**config.mk**
```make
export PLATFORM = sky130hd
export DESIGN_NAME = clk_sched
export DESIGN_NICKNAME = d
export VERILOG_FILES = /design/src/rtl/clk_sched.sv
export SDC_FILE = /design/constraint.sdc
export NUM_CORES = 1
export LEC_CHECK = 0
export ABC_AREA = 1
export ABC_CLOCK_PERIOD_IN_PS = 3100
export BUFFER_PORTS_ARGS = -buffer_cell sky130_fd_sc_hd__buf_2
export CAP_MARGIN = 20
export CORE_MARGIN = 1
export CORE_UTILIZATION = 55
export DETAILED_ROUTE_END_ITERATION = 6
export PLACE_DENSITY_LB_ADDON = 0.3
export SYNTH_ARGS = -nofsm -noshare
export SYNTH_HDL_FRONTEND = slang
export SYNTH_SLANG_ARGS = --single-unit
export TNS_END_PERCENT = 20
```
**constraint.sdc**
```tcl
create_clock -name clk -period 3.1 [get_ports clk]
set_input_delay 0.465 -clock clk [delete_from_list [all_inputs] [get_ports clk]]
set_output_delay 0.465 -clock clk [all_outputs]
set_load 0.03 [all_outputs]
```
**src/rtl/clk_sched.sv**
```systemverilog
// Divided-clock sequencer: gates clk/2, clk/4, clk/8 on and off only at frame boundaries.
// Optional status counter enabled by defining CLK_SCHED_STATUS_EN (adds run_frames port).
module clk_sched #(
  parameter int SETTLE_FR = 2,
  parameter int STEP_FR   = 2
) (
  input  logic       clk,
  input  logic       reset,
  input  logic       run,
  output logic       clk_4f,
  output logic       clk_2f,
  output logic       clk_f,
  output logic       ready,
`ifdef CLK_SCHED_STATUS_EN
  output logic [7:0] run_frames,
`endif
  output logic [2:0] state
);

  typedef enum logic [2:0] {
    IDLE   = 3'd0,
    SETTLE = 3'd1,
    EN4    = 3'd2,
    EN2    = 3'd3,
    RUN    = 3'd4,
    STOP   = 3'd5
  } state_t;

  localparam logic [7:0] SETTLE_LAST = 8'(SETTLE_FR - 1);
  localparam logic [7:0] STEP_LAST   = 8'(STEP_FR - 1);

  state_t     st, st_nxt;
  logic [2:0] ph, ph_nxt;
  logic       g4, g2, gf;
  logic       g4_nxt, g2_nxt, gf_nxt;
  logic [7:0] fr_cnt, fr_nxt;
  logic       boundary;
  logic       settle_done, step_done;

  function automatic logic [7:0] sat_inc(input logic [7:0] v);
    return (v == 8'hFF) ? v : v + 8'd1;
  endfunction

  assign ph_nxt      = ph + 3'd1;
  // This edge takes ph from 7 to 0, so any gate change lands on a frame start.
  assign boundary    = (ph == 3'd7);
  assign settle_done = boundary && (fr_cnt == SETTLE_LAST);
  assign step_done   = boundary && (fr_cnt == STEP_LAST);
  assign state       = st;

  always_ff @(posedge clk) begin
    if (!reset) begin
      st     <= IDLE;
      ph     <= 3'd0;
      g4     <= 1'b0;
      g2     <= 1'b0;
      gf     <= 1'b0;
      fr_cnt <= 8'd0;
      clk_4f <= 1'b0;
      clk_2f <= 1'b0;
      clk_f  <= 1'b0;
      ready  <= 1'b0;
    end else begin
      st     <= st_nxt;
      ph     <= ph_nxt;
      g4     <= g4_nxt;
      g2     <= g2_nxt;
      gf     <= gf_nxt;
      fr_cnt <= fr_nxt;
      clk_4f <= g4_nxt & ph_nxt[0];
      clk_2f <= g2_nxt & ph_nxt[1];
      clk_f  <= gf_nxt & ph_nxt[2];
      ready  <= gf_nxt;
    end
  end

  always_comb begin
    st_nxt = st;
    case (st)
      IDLE:   if (run) st_nxt = SETTLE;
      SETTLE: begin
        if (settle_done)  st_nxt = run ? EN4 : STOP;
        else if (!run)    st_nxt = STOP;
      end
      EN4: begin
        if (step_done)    st_nxt = run ? EN2 : STOP;
        else if (!run)    st_nxt = STOP;
      end
      EN2: begin
        if (step_done)    st_nxt = run ? RUN : STOP;
        else if (!run)    st_nxt = STOP;
      end
      RUN:    if (!run) st_nxt = STOP;
      STOP:   if (boundary) st_nxt = IDLE;
      default: st_nxt = IDLE;
    endcase
  end

  always_comb begin
    g4_nxt = g4;
    g2_nxt = g2;
    gf_nxt = gf;
    case (st)
      SETTLE: if (settle_done) g4_nxt = 1'b1;
      EN4:    if (step_done)   g2_nxt = 1'b1;
      EN2:    if (step_done)   gf_nxt = 1'b1;
      STOP: begin
        if (boundary) begin
          g4_nxt = 1'b0;
          g2_nxt = 1'b0;
          gf_nxt = 1'b0;
        end
      end
      RUN: ;
      default: begin
        g4_nxt = 1'b0;
        g2_nxt = 1'b0;
        gf_nxt = 1'b0;
      end
    endcase

    fr_nxt = fr_cnt;
    if (st_nxt != st)
      fr_nxt = 8'd0;
    else if (boundary && (st == SETTLE || st == EN4 || st == EN2))
      fr_nxt = fr_cnt + 8'd1;
  end

`ifdef CLK_SCHED_STATUS_EN
  // Completed clk_f periods while running; held at 255 once full.
  always_ff @(posedge clk) begin
    if (!reset)
      run_frames <= 8'd0;
    else if (st_nxt == IDLE && st != IDLE)
      run_frames <= 8'd0;
    else if (st == RUN && boundary && gf)
      run_frames <= sat_inc(run_frames);
  end
`endif

endmodule

```
### Yosys cells after proc, flatten, opt, wreduce, memory -nomap -nowiden

Cells that the tools add are included.

* $add $sub $neg: 2
* multiply operators: 0
* div/mod/pow operators: 0
* $lt $le $gt $ge: 0
* equality and inequality tests: 8
* shifts and indexed selects: 0
* muxes and demuxes: 19
* bitwise logic cells: 4
* reduce and logical (&&, ||, !) cells: 9

Operator list (number)
* $mux W3: 8
* $pmux W3 S6: 1
* $eq A3 B3 Y1 const B: 3
* $pmux W1 S3: 3
* $reduce_or A3 Y1: 3
* $add A8 B1 Y8 const B: 1
* $eq A8 B1 Y1 const B: 1
* $mux W1: 7
* $eq A3 B2 Y1 const B: 2
* $add A3 B1 Y3 const B: 1
* $and A1 B1 Y1: 3
* $eq A3 B1 Y1 const B: 1
* $logic_not A3 Y1: 1
* $ne A3 B3 Y1: 1
* $logic_and A1 B1 Y1: 2
* $logic_or A1 B1 Y1: 2
* $reduce_or A2 Y1: 1
* $not A1 Y1: 1

* register bits after elaboration: 20
* latch bits: 0
* bits in writable memories: 0
* bits in read-only memories: 0
* bits of input ports: 3
* output and inout port bits: 7
* logic and storage cells: 51
* memories: 0

### Longest topological paths before layout

Gate-level depths: netlist of run 1.

* depth in word-level cells: 6
* gate-level depth with buffers: 13
* mapped depth without buffers: 13

### Worst setup path before layout of run 1

Ideal clock, no wire load.

* path type: register to register
* from: register ph[0]
* to: register fr_cnt[0]
* setup time: 0.116 ns
* data arrival time: 1.447 ns
* required time: 2.984 ns
* path slack: 1.537 ns
* stages on the path, launching flop included: 12
* path buffers: 0
* period minus slack after synthesis: 1.563 ns
* cells stage by stage: dfxtp_1 ha_1 ha_1 nand2_1 nor2_1 nand2_2 nand2_1 nand2_1 o21ai_0 nor2_2 nand3_4 nor2_1

* cells in the longest elaborated chain, start to end: 6
* elaborated cells between the ends (all ways): 10
* classes of those cells: eq/ne (2); mux (5); reduce/logical (3)

RTL lines
* from (decl): line 33 `logic [2:0] ph, ph_nxt;`
* from (signal assigned): line 65 `ph <= ph_nxt;`
* $eq A3 B3 Y1 *: line 46 `assign boundary = (ph == 3'd7);`
* $logic_and A1 B1 Y1: line 47, 48
* $mux W3, on equally long branches: line 90, 82, 86
* $pmux W3 S6: line 79 `case (st)`
* $ne A3 B3 Y1: line 123 `if (st_nxt != st)`
* $reduce_or A2 Y1 (no line)
* to (signal assigned): line 69 `fr_cnt <= fr_nxt;`
* to (decl): line 36 `logic [7:0] fr_cnt, fr_nxt;`

Every way passes the cells marked *; elsewhere a longest branch is shown, timed or not.
A chain may end at the register's enable or synchronous reset.

### Final worst setup path of run 1

* from: register ph[0]
* to: register fr_cnt[7]

The elaborated chain is that of the path after synthesis.

==> results of run 1 <==
==> metal layers <==
layer / GRT usage, % / up-vias
li1: - / 462
met1: 23.0 / 388
met2: 38.3 / 19
met3: 5.16 / 2
met4: 6.67 / 0
met5: 0 / -
==> power by group <==
part / switching (uW) / internal, uW / leakage [uW]
clock network: 77.7 / 131 / 0.0000279
registers: 10.9 / 263 / 0.000162
logic: 56.0 / 27.3 / 0.000336
total: 145 / 421 / 0.000526
==> logic make-up (layout without fill, tap and decap cells) <==
group,Yosys count,in the layout
fa+ha+maj,4,4
xor+xnor,5,5
flops,20,20
compound gates,10,10
simple gates,80,80
buf+inv,22,34
==> sequential cells by signal, indices dropped and copies added, names as in the netlist <==
signal and count:
clk_f 1, gf 1, clk_4f 1, ph 3
state 3, fr_cnt 8, g2 1, clk_2f 1
g4 1
==> stage by stage <==
| stage | cell area, um^2 | util, % |
|---|---|---|
| final | 1160 | 66.4 |
| after global routing | 1160 | 66.4 |
| after CTS | 1160 | 66.4 |
| after detailed placement | 1110 | 63.4 |
| after global placement | 1110 | 63.4 |
| after floorplan | 1040 | - |
==> critical path, cell delays in order, from the launching register on <==
cell and delay (ps):
dfxtp_1 380, ha_1 170, ha_1 200, nand2_1 60, nor2_1 170, nand2_2 110, nand2_1 100, nand2_1 50
o21ai_0 250, nor2_2 80, nand3_4 120, nor2_1 60
==> final cells by class <==
class | count | area [um^2] | area share [%]
multi-input cells | 99 | 551 | 47.5
flip-flops and latches | 20 | 400 | 34.6
inverters | 21 | 78.8 | 6.80
repair buffers | 9 | 45.0 | 3.89
well taps | 25 | 31.3 | 2.70
clock inverters | 1 | 30.0 | 2.59
clock buffers | 3 | 22.5 | 1.94
==> layout by cell type (no fill, tap or decap), types with 2 or more instances in the layout <==
cell | Yosys | routed
nand2_1 | 33 | 33
nor3_2 | 2 | 2
inv_2 | 4 | 4
nor3b_1 | 2 | 2
nor2_4 | 3 | 3
nand4_1 | 3 | 3
clkbuf_4 | 0 | 3
a31oi_1 | 3 | 3
nor2_2 | 5 | 5
nand3_1 | 5 | 5
ha_1 | 4 | 4
nand2_2 | 5 | 5
buf_2 | 0 | 9
xor2_1 | 5 | 5
o21ai_0 | 5 | 5
nor2_1 | 19 | 19
inv_1 | 17 | 17
dfxtp_1 | 20 | 20
==> path summary, 6_finish.rpt <==
check        slack [ps]  startpoint  depth (start not counted)   endpoint
max reg2reg        1250       ph[0]                         11  fr_cnt[7]
min                 410       reset                          3      ph[2]
max                1250       ph[0]                         11  fr_cnt[7]
min reg2reg         480          g2                          2         g2
==> metrics, run 1 <==
DRT iter0 DRCs=26; Most used DFF post-synth=dfxtp_1; Synth Area in Simple Gates=between 30% and 40%; port bufs=9; CTS Buffer Depth=2; antenna cell count=0; Final nets=161; Clock Skews=around 0.97 ps; fill count=158; final wirelength=approximately 1900 um; die width=between 40 and 50 um; Highest Signal Layer=met4; DIE AREA=2060 um^2; area of the core=about 1700 um^2; sequential share of the synthesized area=roughly 39%; actual slew at the worst max-slew pin=467 ps; Max-Cap Viols=0; Row Count=15; first-pass GRT wire length=3070 um; number of clock sinks=20; max_slew headroom=between 60% and 70%; Setup violations, final=0; post-detailed-route count of antenna-violating nets=0; Root Buffer=clkbuf_4; synthesized flop and latch total=20; Worst EP arrival=2050 ps; status=finished clean; metal3 WL=approximately 80 um; hold_ws=between 400 and 500 ps; post-synthesis adder-cell area fraction=4.83%; setup bufs post-CTS=0; xor/xnor share of the synthesized area=under 10%; Avg Cell Area, Syn=approximately 7.4 um^2; wire length on met2=963 um; area leader, netlist=dfxtp_1; Slew Viols, Final=0; Area growth, synth to finish=11.7%; global-route usage over all layers=a little over a fifth; post-synthesis cell count=roughly 140; grt ovf=0; largest family of logic cells by synthesized area=simple AND/OR/NAND/NOR gates; post-route setup TNS=0 ps; Post-synth EDFFs=0; Worst setup EP type=flop; Post-Place Setup Slack=around 1300 ps; Reg clk slew, reported paths=approximately 110 ps; synthesized area=around 1000 um^2; drt first pass iters=4; GPL Wtd Cong=roughly 0.94; layout cells sized above 1=between 20% and 30%; cts repair resizes=0; fraction of registers with async set/reset=0%; Worst Hold Class=in2reg; Peak VDD IR=around 0.00047 V; post-layout minimum cycle time=roughly 1900 ps; leakage power total=~0.00053 uW; CTS HTree Levels=1; initial antenna violation count=0; PD cells=approximately 490 nW/um^2; Die Y=45.4 um; mux share of post-synthesis cell area=0%; Via density=4.89; Residual DRC=0; Synth area leaders=dfxtp_1 (39%), nand2_1 (12%), nor2_1 (6.9%); largest net degree at the start of global routing=13; Compound-Gate Fraction of Synth Area=between 5 and 6%; final hold vios=0; Synth Net Count=148; Hold Buf Count CTS=0; Detail Placement HPWL=around 1500 um; I/O pin cnt=10; Worst EP required=3300 ps; most common cell in the netlist=nand2_1; DR WL/cell=about 11 um; WL met1=between 800 and 900 um; crit path kind=reg2reg; post-route setup slack=1250 ps; most frequent cells after synthesis=nand2_1 (33), dfxtp_1 (20), nor2_1 (19); Placed Cells=between 150 and 200; Synth cell types=22; worst skew pair latency=300 ps; initial cell density of the core=about three fifths; Ys Warns=0; Final Total Pwr=approximately 570 uW; vias post-DR=between 800 and 900; CTS tree=yes; Worst Path Max Fanout=8; Setup crit start kind=flop; number of global-route vias before repair=804; RSZ-0062 raised after global routing=no; CTS Buf Count=3; share of the synthesized area in the top cell type=between 30% and 40%; final worst path period share=roughly three fifths; non-filler cells, final=~180; fmax=between 500 and 600 MHz
Note: power is estimated with default switching activity, not from simulation.
==> run 2: changes to the inputs <==
--- a/config.mk
+++ b/config.mk
@@ -6,11 +6,11 @@
 export NUM_CORES = 1
 export LEC_CHECK = 0
 export ABC_AREA = 1
-export ABC_CLOCK_PERIOD_IN_PS = 3100
+export ABC_CLOCK_PERIOD_IN_PS = 1600
 export BUFFER_PORTS_ARGS = -buffer_cell sky130_fd_sc_hd__buf_2
 export CAP_MARGIN = 20
 export CORE_MARGIN = 1
-export CORE_UTILIZATION = 55
+export CORE_UTILIZATION = 51
 export DETAILED_ROUTE_END_ITERATION = 6
 export PLACE_DENSITY_LB_ADDON = 0.3
 export SYNTH_ARGS = -nofsm -noshare
==> constraint.sdc (replaced) <==
create_clock -name clk -period 1.6 [get_ports clk]
set_input_delay 0.24 -clock clk [delete_from_list [all_inputs] [get_ports clk]]
set_output_delay 0.24 -clock clk [all_outputs]
set_load 0.03 [all_outputs]
==> run 2 against run 1 <==
The flow now finishes with violations (setup timing). Sequential power is 94% higher. Global-route usage is 2.9 points higher. Design area grew 15%. Non-clock buffer count up 11. Critical path depth rose by 1. Via count up 9.5%. Final cell count grew 6.2%. First-iteration DRC count up 19%. Utilization is 6.6 points higher. Clock-buffer cell count did not move. Register-to-register slack lost 1300 ps. Worst setup slack got worse by 1300 ps.
==> metrics, run 2 (synthesis gave the netlist of run 1 again) <==
status=finished, violations left; violated checks=setup timing; Worst Path Max Fanout=8; layout cells sized above 1=approximately 38%; most frequent cells in the layout=nand2_1 (30), dfxtp_1 (17), inv_1 (16); DRT iter0 DRCs=31; crit path kind=reg2reg; area of the core=approximately 1800 um^2; Reg clk slew, reported paths=between 100 and 150 ps; Hold Path End=ph[1]; Via density=about 5; max FFs per register=8; number of global-route vias before repair=about 840; post-route setup slack=-16.7 ps; most common cell after layout, fill and taps aside=nand2_1; first-pass GRT wire length=approximately 3600 um; die width=47.1 um; Worst setup EP type=flop; Hold Buf Count CTS=0; DIE AREA=around 2200 um^2; GPL Wtd Cong=0.955; post-layout minimum cycle time=roughly 1600 ps; number of clock sinks=20; final hold vios=0; Finished Cell Area=about 1300 um^2; largest net degree at the start of global routing=13; Final Total Pwr=around 1200 uW; post-detailed-route count of antenna-violating nets=0; Max-Cap Viols=0; Final nets=around 170; reg2reg end=fr_cnt[1]; cell mode on critical path=nor2_4; FF-to-FF setup slack=-20 ps; Worst EP arrival=approximately 1900 ps; leakage power total=0.000605 uW; HP Start=reset; global-route usage over all layers=23.7%; largest delay contributor family on the critical path=simple AND/OR/NAND/NOR gates; Reg2Reg Launch Point=ph[1]; actual slew at the worst max-slew pin=slightly below 300 ps; Root Buffer=clkbuf_4; CTS Buf Count=3; PD cells=between 800 and 900 nW/um^2; Slew Viols, Final=0; Worst Hold Class=in2reg; Largest Register=fr_cnt; Setup violations, final=5; fin util=~73%; Detail Placement HPWL=between 1500 and 2000 um; hold_ws=180 ps; crit-path max cell delay=around 370 ps; Clock Skews=about 14 ps; vias post-DR=954; max_slew headroom=roughly 80%; I/O pin cnt=10; grt ovf=0; DR WL/cell=12.2 um; Placed Cells=~180; Cells on Worst Hold Path=3; CTS tree=yes; fmax=roughly 600 MHz; Die Y=47.1 um; initial cell density of the core=about 57%; CTS Buffer Depth=2; RSZ-0062 raised after global routing=yes; Cell Chain, Critical Path=ha_4, ha_4, nand2_4, nor2_4, nand2_4, nor2_4, nor2_4, nand2_1, nand2_1, nand2_2, nand3_4, nor2_1; Peak VDD IR=~0.00064 V; Post-DP Area=between 1000 and 1500 um^2; Area growth, synth to finish=28.1%; Worst Reg2Reg Path Length in Cells=12; antenna cell count=0; slowest CP cell=dfxtp_2; drt first pass iters=4; Row Count=15; final wirelength=2310 um; non-filler cells, final=~190; Worst Path Buf+Inv=0; port bufs=9; Setup crit start kind=flop; worst skew pair latency=slightly above 300 ps; CTS HTree Levels=1; Worst EP required=about 1800 ps; initial antenna violation count=0; Residual DRC=0; final worst path period share=101%
## run 2: cell count changes in the layout (fill, tap and decap cells not counted), moves of 3 or more
| cell | previous run | this run |
|---|---|---|
| dfxtp_2 | 0 | 3 |
| nor2_4 | 3 | 6 |
| buf_4 | 0 | 11 |
| nand2_1 | 33 | 30 |
| dfxtp_1 | 20 | 17 |
| nor2_1 | 19 | 14 |
## run 2: worst max path at each step
stage	start	endpoint	depth (start not counted)
after floorplan	ph[0]	fr_cnt[0]	11
after global placement	ph[0]	fr_cnt[0]	12
after detailed placement	ph[0]	fr_cnt[0]	12
after CTS	ph[0]	fr_cnt[0]	12
after global routing	state[1]	fr_cnt[1]	12
final	ph[1]	fr_cnt[1]	12
## run 2: report_power, final
part / leakage (uW) / switching [uW] / internal, uW
Combinational: 0.000415 / 127 / 74.4
Clock: 0.0000279 / 167 / 253
Sequential: 0.000163 / 19.0 / 512
## run 2: final cells by class
cell class	instances	area, um^2
fillers	160	492
repair buffers	20	128
well taps	25	31.3
clock buffers	3	22.5
multi-input cells	99	634
clock inverters	1	30.0
inverters	21	78.8
flip-flops and latches	20	404
## run 2: layer usage
layer	wire, um	global-route usage [%]	vias to the layer above
li1	-	-	490
met1	1040	27.8	437
met2	1170	41.9	23
met3	74	5.00	4
met4	24	9.71	0
met5	0	0	-
## run 2: repair_timing
| action | CTS | global route |
|---|---|---|
| endpoints found under the setup margin | 10 | 14 |
| cloned | 0 | 0 |
| gates resized for setup | 15 | 10 |
| setup buffers | 1 | 1 |
| pin swaps | 0 | 9 |
## run 2: stage by stage
step	worst slack (ps)	TNS, ps
2_1_floorplan	37.3	0
3_3_place_gp	-51.6	-285
3_5_place_dp	-82.9	-528
4_1_cts	1.40	0
5_1_grt	-137	-1530
6_report	-16.7	-37.4
## run 2: worst min-delay path, delay by kind of cell
kind,cells,cell delay [ps]
simple gates,1,70
buf+inv,2,160
==> run 3: changes to the inputs <==
--- a/config.mk
+++ b/config.mk
@@ -10,7 +10,7 @@
 export BUFFER_PORTS_ARGS = -buffer_cell sky130_fd_sc_hd__buf_2
 export CAP_MARGIN = 20
 export CORE_MARGIN = 1
-export CORE_UTILIZATION = 51
+export CORE_UTILIZATION = 45
 export DETAILED_ROUTE_END_ITERATION = 6
 export PLACE_DENSITY_LB_ADDON = 0.3
 export SYNTH_ARGS = -nofsm -noshare
==> run 3 against run 2 <==
Register-to-register slack worse by 30 ps. First-iteration DRC count down 42%. The run still ends with setup timing left. Fmax down 1.6%. Global-route usage down 3.2 points. Final cell count up 3.7%.
==> metrics, run 3 (synthesis gave the netlist of run 1 again) <==
Via density=slightly below 5; DRT iter0 DRCs=18; Setup violations, final=8; CTS HTree Levels=1; GPL Wtd Cong=around 0.95; Final nets=about 180; RSZ-0062 raised after global routing=yes; crit-path max cell delay=~370 ps; slowest CP cell=dfxtp_2; leakage power total=about 0.00064 uW; violated checks=setup timing; Detail Placement HPWL=approximately 1700 um; Peak VDD IR=just under 0.0007 V; crit path kind=reg2reg; CTS Buf Count=3; number of clock sinks=20; DR WL/cell=between 10 and 15 um; post-layout minimum cycle time=roughly 1600 ps; post-route setup TNS=-236 ps; global-route usage over all layers=slightly above 20%; Clock Skews=3.71 ps; I/O pin cnt=10; post-detailed-route count of antenna-violating nets=0; number of global-route vias before repair=just under 1000; PD cells=851 nW/um^2; worst skew pair latency=between 300 and 400 ps; drt first pass iters=4; Max-Cap Viols=0; Largest Register=fr_cnt; initial cell density of the core=47.3%; Setup crit start kind=flop; status=finished, violations left; Residual DRC=0; max FFs per register=8; Worst EP required=roughly 1900 ps; Area growth, synth to finish=33.1%; Reg clk slew, reported paths=120 ps; area of the core=2190 um^2; Placed Cells=188; largest delay contributor family on the critical path=simple AND/OR/NAND/NOR gates; first-pass GRT wire length=about 4000 um; final worst path period share=103%; Worst Path Max Fanout=8; Slew Viols, Final=0; most common cell after layout, fill and taps aside=nand2_1; layout cells sized above 1=42.9%; Root Buffer=clkbuf_4; final wirelength=approximately 2300 um; die width=50.0 um; DIE AREA=2500 um^2; CTS tree=yes; Worst Path Buf+Inv=2; antenna cell count=0; fmax=between 600 and 700 MHz; final hold vios=0; max_slew headroom=84.0%; initial antenna violation count=0; Die Y=roughly 50 um; Row Count=17; post-route setup slack=-42.2 ps; non-filler cells, final=a little under 200; largest net degree at the start of global routing=13; grt ovf=0; CTS Buffer Depth=2; most frequent cells in the layout=nand2_1 (30), dfxtp_1 (17), inv_1 (15), buf_4 (15), nor2_2 (12); Worst EP arrival=approximately 1900 ps; port bufs=9; vias post-DR=963; Cell Chain, Critical Path=ha_4, ha_4, buf_4, inv_2, nand3_1, nand2_1, nor2_2, nand3_1, nand2_2, nand3_4, nor2_2; actual slew at the worst max-slew pin=240 ps; Worst Hold Class=in2reg; Final Total Pwr=1170 uW; Worst setup EP type=flop
[run 3: cell count changes in the layout (fill, tap and decap cells not counted), sizes merged]
cell	delta
buf	+4
[run 3: layer usage]
| layer | global-route usage (%) | wire length [um] | vias to the layer above |
|---|---|---|---|
| li1 | - | - | 494 |
| met1 | 25.6 | 1050 | 451 |
| met2 | 36.2 | 1180 | 14 |
| met3 | 1.85 | 60 | 4 |
| met4 | 7.14 | 25 | 0 |
| met5 | 0 | 0 | - |
[run 3: power breakdown]
part           internal (uW)  leakage [uW]  switching [uW]  total [uW]
clock network            253     0.0000279             169         422
registers                512      0.000163            19.1         531
logic                   82.8      0.000446             138         221
total                    848      0.000637             326        1170
[run 3: area by class of cell]
type / count / area [um^2]
Sequential cell: 20 / 404
Multi-Input combinational cell: 99 / 652
Timing Repair Buffer: 24 / 158
Fill cell: 193 / 811
Tap cell: 28 / 35.0
Clock buffer: 3 / 22.5
Clock inverter: 1 / 30.0
Inverter: 21 / 78.8
[run 3: through the flow]
step                      cell area (um^2)  utilization [%]  hold slack, ps  setup WS [ps]
after floorplan                       1040                -             338           37.3
after global placement                1190             54.4             438          -38.3
after detailed placement              1190             54.4             452          -74.3
after CTS                             1320             60.3             176          -1.02
after global routing                  1380             63.0             205           -120
final                                 1380             63.0             176          -42.2
[run 3: timing repair]
action / CTS / global route
buffers inserted: 3 / 1
hold buffers: 0 / 0
gates resized for setup: 15 / 17
pin swaps: 8 / 7
setup endpoints to repair: 15 / 16
[run 3: path summary, 6_finish.rpt]
path / cells past startpoint / slack (ps) / end / startpoint
worst max-delay path: 11 / -40 / fr_cnt[1] / ph[0]
worst min-delay path: 3 / 180 / state[2] / reset
worst max register to register: 11 / -40 / fr_cnt[1] / ph[0]
worst min register to register: 2 / 470 / g2 / g2
[run 3: worst register-to-register path: stages (launching register included)]
cell,delay (ps)
dfxtp_2,370
ha_4,140
ha_4,130
buf_4,120
inv_2,50
nand3_1,70
nand2_1,70
nor2_2,150
nand3_1,120
nand2_2,100
nand3_4,140
nor2_2,120
